===== config.mk =====
export PLATFORM = sky130hd
export DESIGN_NAME = seq_restoring_divider
export DESIGN_NICKNAME = d
export VERILOG_FILES = /design/src/rtl/seq_restoring_divider.sv
export SDC_FILE = /design/constraint.sdc
export NUM_CORES = 1
export LEC_CHECK = 0
export BUFFER_PORTS_ARGS = -buffer_cell sky130_fd_sc_hd__buf_2
export CORE_MARGIN = 10
export CORE_UTILIZATION = 48
export DETAILED_ROUTE_END_ITERATION = 8
export PLACE_DENSITY = 0.86
export RECOVER_POWER = 25
export SYNTH_ARGS = -nofsm -noshare
export SYNTH_HDL_FRONTEND = slang
export SYNTH_SLANG_ARGS = --single-unit

===== constraint.sdc =====
create_clock -name clk -period 2.1 [get_ports clk]
set_clock_uncertainty 0.15 [all_clocks]
set_input_delay 0.63 -clock clk [delete_from_list [all_inputs] [get_ports clk]]
set_output_delay 0.63 -clock clk [all_outputs]
set_load 0.02 [all_outputs]

===== src/rtl/seq_restoring_divider.sv =====
// seq_restoring_divider: iterative restoring divider, one quotient bit per clock with valid/ready handshakes
module seq_restoring_divider #(
  parameter int DIVIDEND_W = 8,
  parameter int DIVISOR_W  = 4
) (
  input  logic                  clk,
  input  logic                  rst,
  input  logic                  in_valid,
  output logic                  in_ready,
  input  logic [DIVIDEND_W-1:0] dividend,
  input  logic [DIVISOR_W-1:0]  divisor,
  output logic                  out_valid,
  input  logic                  out_ready,
  output logic [DIVIDEND_W-1:0] quotient,
  output logic [DIVISOR_W-1:0]  remainder,
  output logic                  div_by_zero,
  output logic                  busy
);
  localparam int CW = DIVIDEND_W > 1 ? $clog2(DIVIDEND_W) : 1;
  typedef enum logic [1:0] {IDLE, CALC, DONE} state_t;
  state_t state, state_n;
  logic [DIVIDEND_W-1:0] sh, sh_n;
  logic [DIVISOR_W-1:0]  r, r_n, dvs;
  logic [DIVISOR_W:0]    r_sh;
  logic [CW-1:0]         cnt;
  logic                  ge, accept;
  assign in_ready  = state == IDLE;
  assign out_valid = state == DONE;
  assign busy      = state == CALC;
  // R stays below the divisor, so only its low DIVISOR_W bits need storing
  always_comb begin
    accept  = in_valid && state == IDLE;
    r_sh    = {r, sh[DIVIDEND_W-1]};
    ge      = r_sh >= {1'b0, dvs};
    r_n     = ge ? DIVISOR_W'(r_sh - {1'b0, dvs}) : r_sh[DIVISOR_W-1:0];
    sh_n    = {sh[DIVIDEND_W-2:0], ge};
    state_n = state == IDLE ? (in_valid ? (divisor == '0 ? DONE : CALC) : IDLE)
            : state == CALC ? (cnt == '0 ? DONE : CALC)
            : (out_ready ? IDLE : DONE);
  end
  always_ff @(posedge clk)
    if (rst) state <= IDLE;
    else state <= state_n;
  always_ff @(posedge clk)
    if (rst) begin
      sh          <= '0;
      r           <= '0;
      dvs         <= '0;
      cnt         <= '0;
      quotient    <= '0;
      remainder   <= '0;
      div_by_zero <= 1'b0;
    end else if (accept) begin
      sh          <= dividend;
      dvs         <= divisor;
      r           <= '0;
      cnt         <= CW'(DIVIDEND_W - 1);
      div_by_zero <= divisor == '0;
      if (divisor == '0) begin
        quotient  <= '1;
        remainder <= dividend[DIVISOR_W-1:0];
      end
    end else if (state == CALC) begin
      sh  <= sh_n;
      r   <= r_n;
      cnt <= cnt - 1'b1;
      if (cnt == '0) begin
        quotient  <= sh_n;
        remainder <= r_n;
      end
    end
endmodule

==> results of run 1 <==
final timing paths:
| kind | startpoint | slack [ns] | to | cells after the start |
|---|---|---|---|---|
| hold reg to reg | dvs[3] | 0.31 | dvs[3] | 2 |
| setup / recovery | dvs[1] | 0.11 | r[0] | 8 |
| hold / removal | dvs[3] | 0.31 | dvs[3] | 2 |
| setup reg to reg | dvs[1] | 0.11 | r[0] | 8 |
stage by stage:
step	std cells	total power [mW]	util, %	area (um^2)	setup slack, ns
detailed placement	266	1.23	60.5	1890	0.0459
global placement	266	1.22	60.5	1890	0.0315
global route	273	1.65	61.9	1940	0.0248
floorplan	185	1.10	-	1610	0.0323
CTS	273	1.57	62.0	1940	0.0152
finish	273	1.56	61.9	1940	0.108
layer usage:
metal	vias up	GRT usage (%)	share of wire [%]
met5	-	0	0
met3	7	4.49	6.5
met4	0	7.53	2.2
met1	695	13.6	45
met2	41	20.7	47
li1	741	-	-
registers in the layout, summed over array words and instances, names as in the netlist:
| register | flops |
|---|---|
| r | 4 |
| sh | 8 |
| remainder | 4 |
| quotient | 8 |
| dvs | 4 |
| state | 2 |
| div_by_zero | 1 |
| cnt | 3 |
synthesized netlist by cell type, types with 2 or more instances:
cell      count
ha_1          6
a31oi_1       3
nor3_1        5
buf_1         2
dfxtp_1      34
nand2_1      26
a21oi_1      22
a311oi_1      3
o221a_2       4
o221ai_1      4
o21ai_0       3
or3_1         2
nand2b_1      4
o21ai_1       4
xnor2_1       2
xor2_1        2
o21a_1        2
nand3_1       3
mux2i_1       3
clkbuf_1      6
nor2_1       15
inv_1         8
cell usage in the layout (no fill, tap or decap), types with 3 or more instances in the layout:
cell type / Yosys / layout
nand2b_1: 4 / 4
buf_2: 1 / 31
o221ai_1: 4 / 4
buf_4: 0 / 14
a21oi_1: 22 / 22
nand2_1: 26 / 27
nor2_1: 15 / 15
clkbuf_4: 0 / 5
a31oi_1: 3 / 3
o21ai_0: 3 / 3
mux2i_1: 3 / 3
a311oi_1: 3 / 3
dfxtp_1: 34 / 34
o221a_2: 4 / 4
nor3_1: 5 / 5
ha_1: 6 / 6
inv_1: 8 / 8
nand3_1: 3 / 3
o21ai_1: 4 / 4
power breakdown:
group	switching, mW	internal [mW]	leakage, nW
clock	0.221	0.120	0.0308
sequential	0.0432	0.709	0.279
combinational	0.270	0.200	0.523
total	0.534	1.03	0.832
cell type report:
cell class                      instances  area [um^2]
Sequential cell                        34          681
Inverter                               10         37.5
Clock inverter                          2         10.0
Clock buffer                            5         37.5
Tap cell                               44         55.1
Multi-Input combinational cell        131          848
Fill cell                             294         1190
Timing Repair Buffer                   47          268
cells by family (layout without fill, tap and decap cells):
logic type | after synthesis | in the layout | share of synthesized area [%]
muxes | 3 | 3 | 1.87
xor gates and xnor gates | 4 | 4 | 2.18
and+or+nand+nor | 64 | 64 | 18.9
DFF | 34 | 34 | 42.3
buffers and inverters | 20 | 64 | 5.21
adders and majority gates | 7 | 7 | 5.91
AOI/OAI and AO/OA | 53 | 53 | 23.6
worst register-to-register path: cells and delay by family (launching register included):
family,cells,cell delay [ns]
AO/OA/AOI/OAI,3,0.44
AND/OR/NAND/NOR,2,0.57
adder cells (fa/ha/maj),1,0.18
flip-flops,1,0.34
buffers and inverters,2,0.19
==> impl_metrics.env, run 1 <==
export IMPL_finalSetupViolations=0
export IMPL_num_rows=20
export IMPL_postRouteWirelength_um=3810
export IMPL_tightest_slew_ns=0.608
export IMPL_nets=252
export IMPL_async_flop_share_pct=0
export IMPL_io_pins=32
export IMPL_first_pass_iters=5
export IMPL_port_buffers=31
export IMPL_hold_viol=0
export IMPL_synth_cells=185
export IMPL_cts_sinks=34
export IMPL_antenna_left=0
export IMPL_vias=1484
export IMPL_path_cells="inv_1 > ha_1 > or4_4 > a21oi_4 > buf_4 > nor3_1 > a21oi_1 > o21ai_1"
export IMPL_cp_start_kind="flop"
export IMPL_critPathTopFamily="simple AND/OR/NAND/NOR gates"
export IMPL_grt_pass1_vias=1408
export IMPL_synth_area_leaders="dfxtp_1, a21oi_1, nand2_1"
export IMPL_grt_pass1_wl_um=6250
export IMPL_track_usage_pct=12.6
export IMPL_synth_seq_area_share_pct=42.3
export IMPL_tns_ns=0
export IMPL_max_vdd_ir_drop_v=0.000505
export IMPL_status="finished, final reports clean"
export IMPL_criticalPathCategory="flop to flop"
export IMPL_slew_limit_headroom_pct=59.4
export IMPL_grt_remaining_overflow=0
export IMPL_place_congestion=0.879
export IMPL_routedWlPerCell_um=14.0
export IMPL_hp_class="flop to flop"
export IMPL_synth_avg_cell_area_um2=8.70
export IMPL_drt_iter0_markers=75
export IMPL_leakage_nw=0.832
export IMPL_crit_required_ns=2.18
export IMPL_fin_crit_ns=1.99
export IMPL_clkLatencyLatePin_ns=0.35
export IMPL_yosys_warnings=0
export IMPL_ys_types=44
export IMPL_drive_gt1_share_pct=28.8
export IMPL_slowest_delay_ns=0.52
export IMPL_cellPowerDensity_mw_per_mm2=807
export IMPL_maxCapViolations=0
export IMPL_drc=0
export IMPL_rsz0062_at_grt="no"
export IMPL_syn_nets=208
export IMPL_ctsResizeCount=0
export IMPL_fp_dieW_um=77.9
export IMPL_initial_core_util_pct=51.4
export IMPL_dieHeight_um=77.9
export IMPL_die_area_mm2=0.00607
export IMPL_clock_fmax_mhz=502
export IMPL_cts_root_buf="clkbuf_4"
export IMPL_area_delta_synth_final_pct=20.4
export IMPL_clk_pin_slew_ns=0.10
export IMPL_antenna_found_initial=0
export IMPL_vias_per_cell=5.44
export IMPL_cp_max_fo=6
export IMPL_synth_edff_count=0
export IMPL_cts_buffers=5
export IMPL_post_cts_buffers=0
export IMPL_holdWs_ns=0.312
export IMPL_postCtsHoldBufs=0
export IMPL_hpwl_um=2920
export IMPL_synth_seq_cells=34
export IMPL_yosysTopAreaCellShare_pct=42.3
export IMPL_cp_slowest_cell="or4_4"
export IMPL_crit_path_end_kind="flop"
export IMPL_netlist_area_mm2=0.00161
export IMPL_finalCritPeriodShare_pct=94.9
export IMPL_cp_buffers_inverters=2
export IMPL_slew_violations=0
export IMPL_yosys_most_used_dff="dfxtp_1"
export IMPL_grt_max_degree=17
export IMPL_cts_tree="done"
export IMPL_diodes=0
export IMPL_htreeDepth=2
export IMPL_synth_top_area_cell="dfxtp_1"
export IMPL_cts_buffer_depth=2
export IMPL_worstPathArrival_ns=2.08
export IMPL_core_mm2=0.00313
(Power assumes the default switching activity.)
==> run 2: changes to the inputs <==
--- a/config.mk
+++ b/config.mk
@@ -7,10 +7,11 @@
 export LEC_CHECK = 0
 export BUFFER_PORTS_ARGS = -buffer_cell sky130_fd_sc_hd__buf_2
 export CORE_MARGIN = 10
-export CORE_UTILIZATION = 48
+export CORE_UTILIZATION = 45
 export DETAILED_ROUTE_END_ITERATION = 8
-export PLACE_DENSITY = 0.86
+export PLACE_DENSITY = 0.7
 export RECOVER_POWER = 25
+export SLEW_MARGIN = 10
 export SYNTH_ARGS = -nofsm -noshare
 export SYNTH_HDL_FRONTEND = slang
 export SYNTH_SLANG_ARGS = --single-unit
==> run 2 against run 1 <==
Via count down 0.13%; sequential share of layout area down 0.71 points; utilization down 3.6 points; final cell count up 2.6%; worst hold slack better by 0.00071 ns; clock-buffer cell count up 2; die area up 4.9%; highest routed layer unchanged; first-iteration DRC count up 2.7%; largest power group unchanged; sequential cell count unchanged.
==> impl_metrics.env, run 2 (synthesized netlist as in run 1, its figures left out) <==
export IMPL_status="finished, final reports clean"
export IMPL_cp_start_kind="flop"
export IMPL_tns_ns=0
export IMPL_slew_violations=0
export IMPL_rsz0062_at_grt="no"
export IMPL_wl_met2_um=1660
export IMPL_worstPathArrival_ns=2.07
export IMPL_post_cts_buffers=0
export IMPL_drt_iter0_markers=77
export IMPL_final_cell_area_mm2=0.00198
export IMPL_cts_tree="done"
export IMPL_clk_pin_slew_ns=0.10
export IMPL_path_cells="inv_1 > ha_1 > or4_4 > a21oi_4 > or2_4 > o211ai_2 > a32o_1"
export IMPL_maxCapViolations=0
export IMPL_crit_path_end_kind="flop"
export IMPL_final_common_cell="dfxtp_1"
export IMPL_top_regs="quotient (8), sh (8)"
export IMPL_grt_pass1_vias=1475
export IMPL_cp_buffers_inverters=1
export IMPL_htreeDepth=2
export IMPL_slew_limit_headroom_pct=71.7
export IMPL_wl_met1_um=1960
export IMPL_cp_slowest_cell="or4_4"
export IMPL_postRouteWirelength_um=3950
export IMPL_grt_max_degree=15
export IMPL_cts_buffer_depth=2
export IMPL_area_delta_synth_final_pct=22.9
export IMPL_grt_pass1_wl_um=6880
export IMPL_clkLatencyLatePin_ns=0.35
export IMPL_cts_buffers=5
export IMPL_critPathTopFamily="simple AND/OR/NAND/NOR gates"
export IMPL_finalSetupViolations=0
export IMPL_fin_crit_ns=1.98
export IMPL_tightest_slew_ns=0.424
export IMPL_cts_sinks=34
export IMPL_die_area_mm2=0.00637
export IMPL_placedInstanceArea_mm2=0.00193
export IMPL_drive_gt1_share_pct=29.5
export IMPL_io_pins=32
export IMPL_clock_fmax_mhz=504
export IMPL_wl_met3_um=272
export IMPL_slowest_delay_ns=0.52
export IMPL_crit_required_ns=2.19
export IMPL_highest_layer="met4"
export IMPL_antenna_left=0
export IMPL_routedWlPerCell_um=14.1
export IMPL_fp_dieW_um=79.8
export IMPL_drc=0
export IMPL_initial_core_util_pct=47.5
export IMPL_antenna_found_initial=0
export IMPL_layout_common_cells="dfxtp_1, buf_2, nand2_1"
export IMPL_vias=1482
export IMPL_dieHeight_um=79.8
export IMPL_first_pass_iters=4
export IMPL_hold_viol=0
export IMPL_max_vdd_ir_drop_v=0.000495
export IMPL_criticalPathCategory="flop to flop"
export IMPL_total_power_mw=1.62
export IMPL_cts_root_buf="clkbuf_4"
export IMPL_vias_per_cell=5.29
export IMPL_grt_remaining_overflow=0
export IMPL_cellPowerDensity_mw_per_mm2=817
export IMPL_hpwl_um=3060
export IMPL_finalCritPeriodShare_pct=94.4
export IMPL_place_congestion=0.781
export IMPL_cp_max_fo=7
export IMPL_hp_class="flop to flop"
export IMPL_track_usage_pct=13.3
export IMPL_leakage_nw=0.851
export IMPL_core_mm2=0.00339
export IMPL_port_buffers=31
export IMPL_num_rows=21
export IMPL_nets=256
export IMPL_diodes=0
run 2: final timing paths:
path           from           end  slack, ns  cells after the start
max          dvs[1]  remainder[3]       0.12                      7
min          dvs[3]        dvs[3]       0.31                      2
max reg2reg  dvs[1]  remainder[3]       0.12                      7
min reg2reg  dvs[3]        dvs[3]       0.31                      2
run 2: worst register-to-register path, cell delays in order (launching register included):
cell and delay (ns):
dfxtp_1 0.34, inv_1 0.04, ha_1 0.18, or4_4 0.52, a21oi_4 0.13, or2_4 0.18, o211ai_2 0.11, a32o_1 0.23
run 2: where the power goes:
| part | internal, mW | switching (mW) | total [mW] | leakage (nW) |
|---|---|---|---|---|
| Clock | 0.162 | 0.221 | 0.383 | 0.0353 |
| Sequential | 0.709 | 0.0431 | 0.752 | 0.279 |
| Combinational | 0.207 | 0.275 | 0.481 | 0.537 |
run 2: metal layers:
layer / up-vias / track usage, %
met5: - / 0
met4: 0 / 5.28
met3: 9 / 4.39
met2: 41 / 19.7
met1: 675 / 17.3
li1: 757 / -
run 2: cell type report:
cell class                      count  area [um^2]
Clock buffer                        7         55.1
Clock inverter                      1         5.00
Fill cell                         304         1410
Inverter                           10         37.5
Multi-Input combinational cell    131          847
Sequential cell                    34          681
Tap cell                           46         57.6
Timing Repair Buffer               51          294
run 2: metrics by stage:
stage | std cells | utilization, % | hold slack, ns | worst slack, ns
2_1_floorplan | 185 | - | 0.286 | 0.0323
3_3_place_gp | 272 | 56.8 | 0.290 | 0.0517
3_5_place_dp | 272 | 56.8 | 0.300 | 0.0124
4_1_cts | 280 | 58.6 | 0.319 | 0.0335
5_1_grt | 280 | 58.3 | 0.340 | 0.0308
6_report | 280 | 58.3 | 0.313 | 0.117
run 2: what timing repair did:
action                                  4_1_cts  5_1_grt
gates resized for setup                       0        1
hold buffers                                  0        0
endpoints found under the setup margin        0        2
==> run 3: changes to the inputs <==
--- a/config.mk
+++ b/config.mk
@@ -5,7 +5,9 @@
 export SDC_FILE = /design/constraint.sdc
 export NUM_CORES = 1
 export LEC_CHECK = 0
+export ABC_AREA = 1
 export BUFFER_PORTS_ARGS = -buffer_cell sky130_fd_sc_hd__buf_2
+export CAP_MARGIN = 20
 export CORE_MARGIN = 10
 export CORE_UTILIZATION = 45
 export DETAILED_ROUTE_END_ITERATION = 8
==> run 3 against run 2 <==
Wire length grew 1.1%; largest power group unchanged; register-to-register slack better by 0.09 ns; total power increased by 18%; synthesized cell count up 26%; sequential cell count did not move; non-clock buffer count decreased by 16; maximum frequency down 0.94%; utilization shrank 3.9 points; global-route usage decreased by 0.22 points; first-iteration DRC count grew 47%.
==> impl_metrics.env, run 3 <==
export IMPL_first_pass_iters=4
export IMPL_antenna_found_initial=0
export IMPL_port_buffers=31
export IMPL_yosysTopAreaCellShare_pct=40.5
export IMPL_netlist_area_mm2=0.00168
export IMPL_cellPowerDensity_mw_per_mm2=961
export IMPL_ys_types=26
export IMPL_synth_cells=233
export IMPL_n_fill_cell=382
export IMPL_yosys_top_cells_count="nand2_1, inv_1, dfxtp_1, a21oi_1, nor2_1"
export IMPL_leakage_nw=1.02
export IMPL_hold_viol=0
export IMPL_ctsResizeCount=1
export IMPL_yosysMostFrequentCell="nand2_1"
export IMPL_area_delta_synth_final_pct=17.6
export IMPL_layout_common_cells="nand2_1, inv_1, dfxtp_1"
export IMPL_hpwl_um=3040
export IMPL_synth_area_leaders="dfxtp_1, nand2_1, inv_1"
export IMPL_track_usage_pct=13.1
export IMPL_fp_dieW_um=81.1
export IMPL_drive_gt1_share_pct=18.7
export IMPL_path_cells="inv_1 > nand2_4 > inv_2 > buf_2"
export IMPL_slowest_delay_ns=0.31
export IMPL_place_congestion=0.838
export IMPL_vias_per_cell=4.86
export IMPL_core_mm2=0.00363
export IMPL_synth_seq_cells=34
export IMPL_clk_pin_slew_ns=0.06
export IMPL_synth_avg_cell_area_um2=7.22
export IMPL_status="finished, final reports clean"
export IMPL_synth_seq_area_share_pct=40.5
export IMPL_slew_violations=0
export IMPL_drt_iter0_markers=113
export IMPL_yosys_warnings=0
export IMPL_setup_slack_ns=0.0983
export IMPL_yosys_most_used_dff="dfxtp_1"
export IMPL_syn_nets=256
export IMPL_max_vdd_ir_drop_v=0.000447
export IMPL_final_cell_area_mm2=0.00198
export IMPL_worstPathArrival_ns=1.22
export IMPL_postCtsHoldBufs=0
export IMPL_cts_root_buf="clkbuf_8"
export IMPL_vias=1531
export IMPL_antenna_left=0
export IMPL_async_flop_share_pct=0
export IMPL_fin_cells=315
export IMPL_maxCapViolations=0
export IMPL_num_rows=22
export IMPL_clock_fmax_mhz=500
export IMPL_cts_buffers=5
export IMPL_clkLatencyLatePin_ns=0.29
export IMPL_tightest_slew_ns=0.484
export IMPL_fin_crit_ns=2.00
export IMPL_nets=289
export IMPL_die_area_mm2=0.00658
export IMPL_rsz0062_at_grt="no"
export IMPL_top_regs="quotient (8), sh (8)"
export IMPL_dieHeight_um=81.1
export IMPL_post_route_util_pct=54.4
export IMPL_placed_cells=307
export IMPL_final_common_cell="nand2_1"
export IMPL_tns_ns=0
export IMPL_criticalPathCategory="flop to primary output"
export IMPL_finalCritPeriodShare_pct=95.3
export IMPL_cts_tree="done"
export IMPL_placedInstanceArea_mm2=0.00188
export IMPL_hp_class="flop to flop"
export IMPL_crit_required_ns=1.32
export IMPL_initial_core_util_pct=46.3
export IMPL_post_cts_buffers=0
export IMPL_postRouteWirelength_um=4000
export IMPL_synth_edff_count=0
export IMPL_cp_max_fo=13
export IMPL_synth_top_area_cell="dfxtp_1"
export IMPL_slew_limit_headroom_pct=67.7
export IMPL_total_power_mw=1.90
export IMPL_io_pins=32
export IMPL_cp_slowest_cell="dfxtp_1"
export IMPL_cp_start_kind="flop"
export IMPL_cts_buffer_depth=2
export IMPL_holdWs_ns=0.313
export IMPL_drc=0
export IMPL_critPathTopFamily="buffers and inverters"
export IMPL_crit_path_end_kind="primary output"
export IMPL_seq_area_um2=681
export IMPL_htreeDepth=2
export IMPL_grt_remaining_overflow=0
export IMPL_diodes=0
export IMPL_grt_pass1_vias=1515
export IMPL_grt_pass1_wl_um=6710
export IMPL_routedWlPerCell_um=12.7
export IMPL_dpl_worst_slack_ns=0.212
export IMPL_cts_sinks=34
export IMPL_multi_input_area_um2=802
export IMPL_cp_buffers_inverters=3
export IMPL_grt_max_degree=27
export IMPL_finalSetupViolations=0
==> run 3: cell count changes after synthesis, sizes merged, moves of 3 or more <==
| cell | before | now |
|---|---|---|
| nand2b | 4 | 0 |
| buf | 4 | 7 |
| inv | 9 | 38 |
| nand3 | 4 | 13 |
| nand2 | 27 | 51 |
| nor2 | 15 | 23 |
| mux2i | 3 | 0 |
| o221a | 4 | 0 |
| clkbuf | 6 | 2 |
| nor3 | 5 | 1 |
| a311oi | 4 | 0 |
| o21ai | 7 | 24 |
==> run 3: worst paths after layout <==
kind / endpoint / slack (ns) / depth (start not counted) / startpoint
hold reg to reg: dvs[2] / 0.31 / 2 / dvs[2]
hold / removal: dvs[2] / 0.31 / 2 / dvs[2]
setup / recovery: busy / 0.1 / 4 / state[1]
setup reg to reg: r[3] / 0.21 / 9 / r[1]
==> run 3: layout make-up <==
cell class	instances	share of cell area [%]
Clock buffer	7	3.86
Clock inverter	1	1.52
Inverter	38	7.46
Multi-Input combinational cell	152	40.5
Sequential cell	34	34.4
Tap cell	48	3.04
Timing Repair Buffer	35	9.17
==> run 3: where the power goes <==
group	internal, mW	total [mW]	switching (mW)
Sequential	0.724	0.768	0.0442
Combinational	0.186	0.549	0.363
Clock	0.355	0.583	0.228
Total	1.27	1.90	0.636
==> run 3: worst register-to-register path, delay by kind of cell, from the launching register on <==
kind	cells	cell delay, ns
flops	1	0.34
fa+ha+maj	1	0.36
compound gates	2	0.36
simple gates	5	0.53
buf+inv	1	0.05
==> run 3: cell families after synthesis <==
family | synth area share, %
buf+inv | 11.7
fa+ha+maj | 5.65
compound gates | 18.9
xor+xnor | 0.521
simple gates | 22.8
flops | 40.5
==> run 3: per-layer routing <==
metal	vias to the layer above	routed length (um)	track usage (%)
li1	813	-	-
met1	673	1800	15.5
met2	40	1810	21.0
met3	5	316	4.86
met4	0	65	5.19
met5	-	0	0
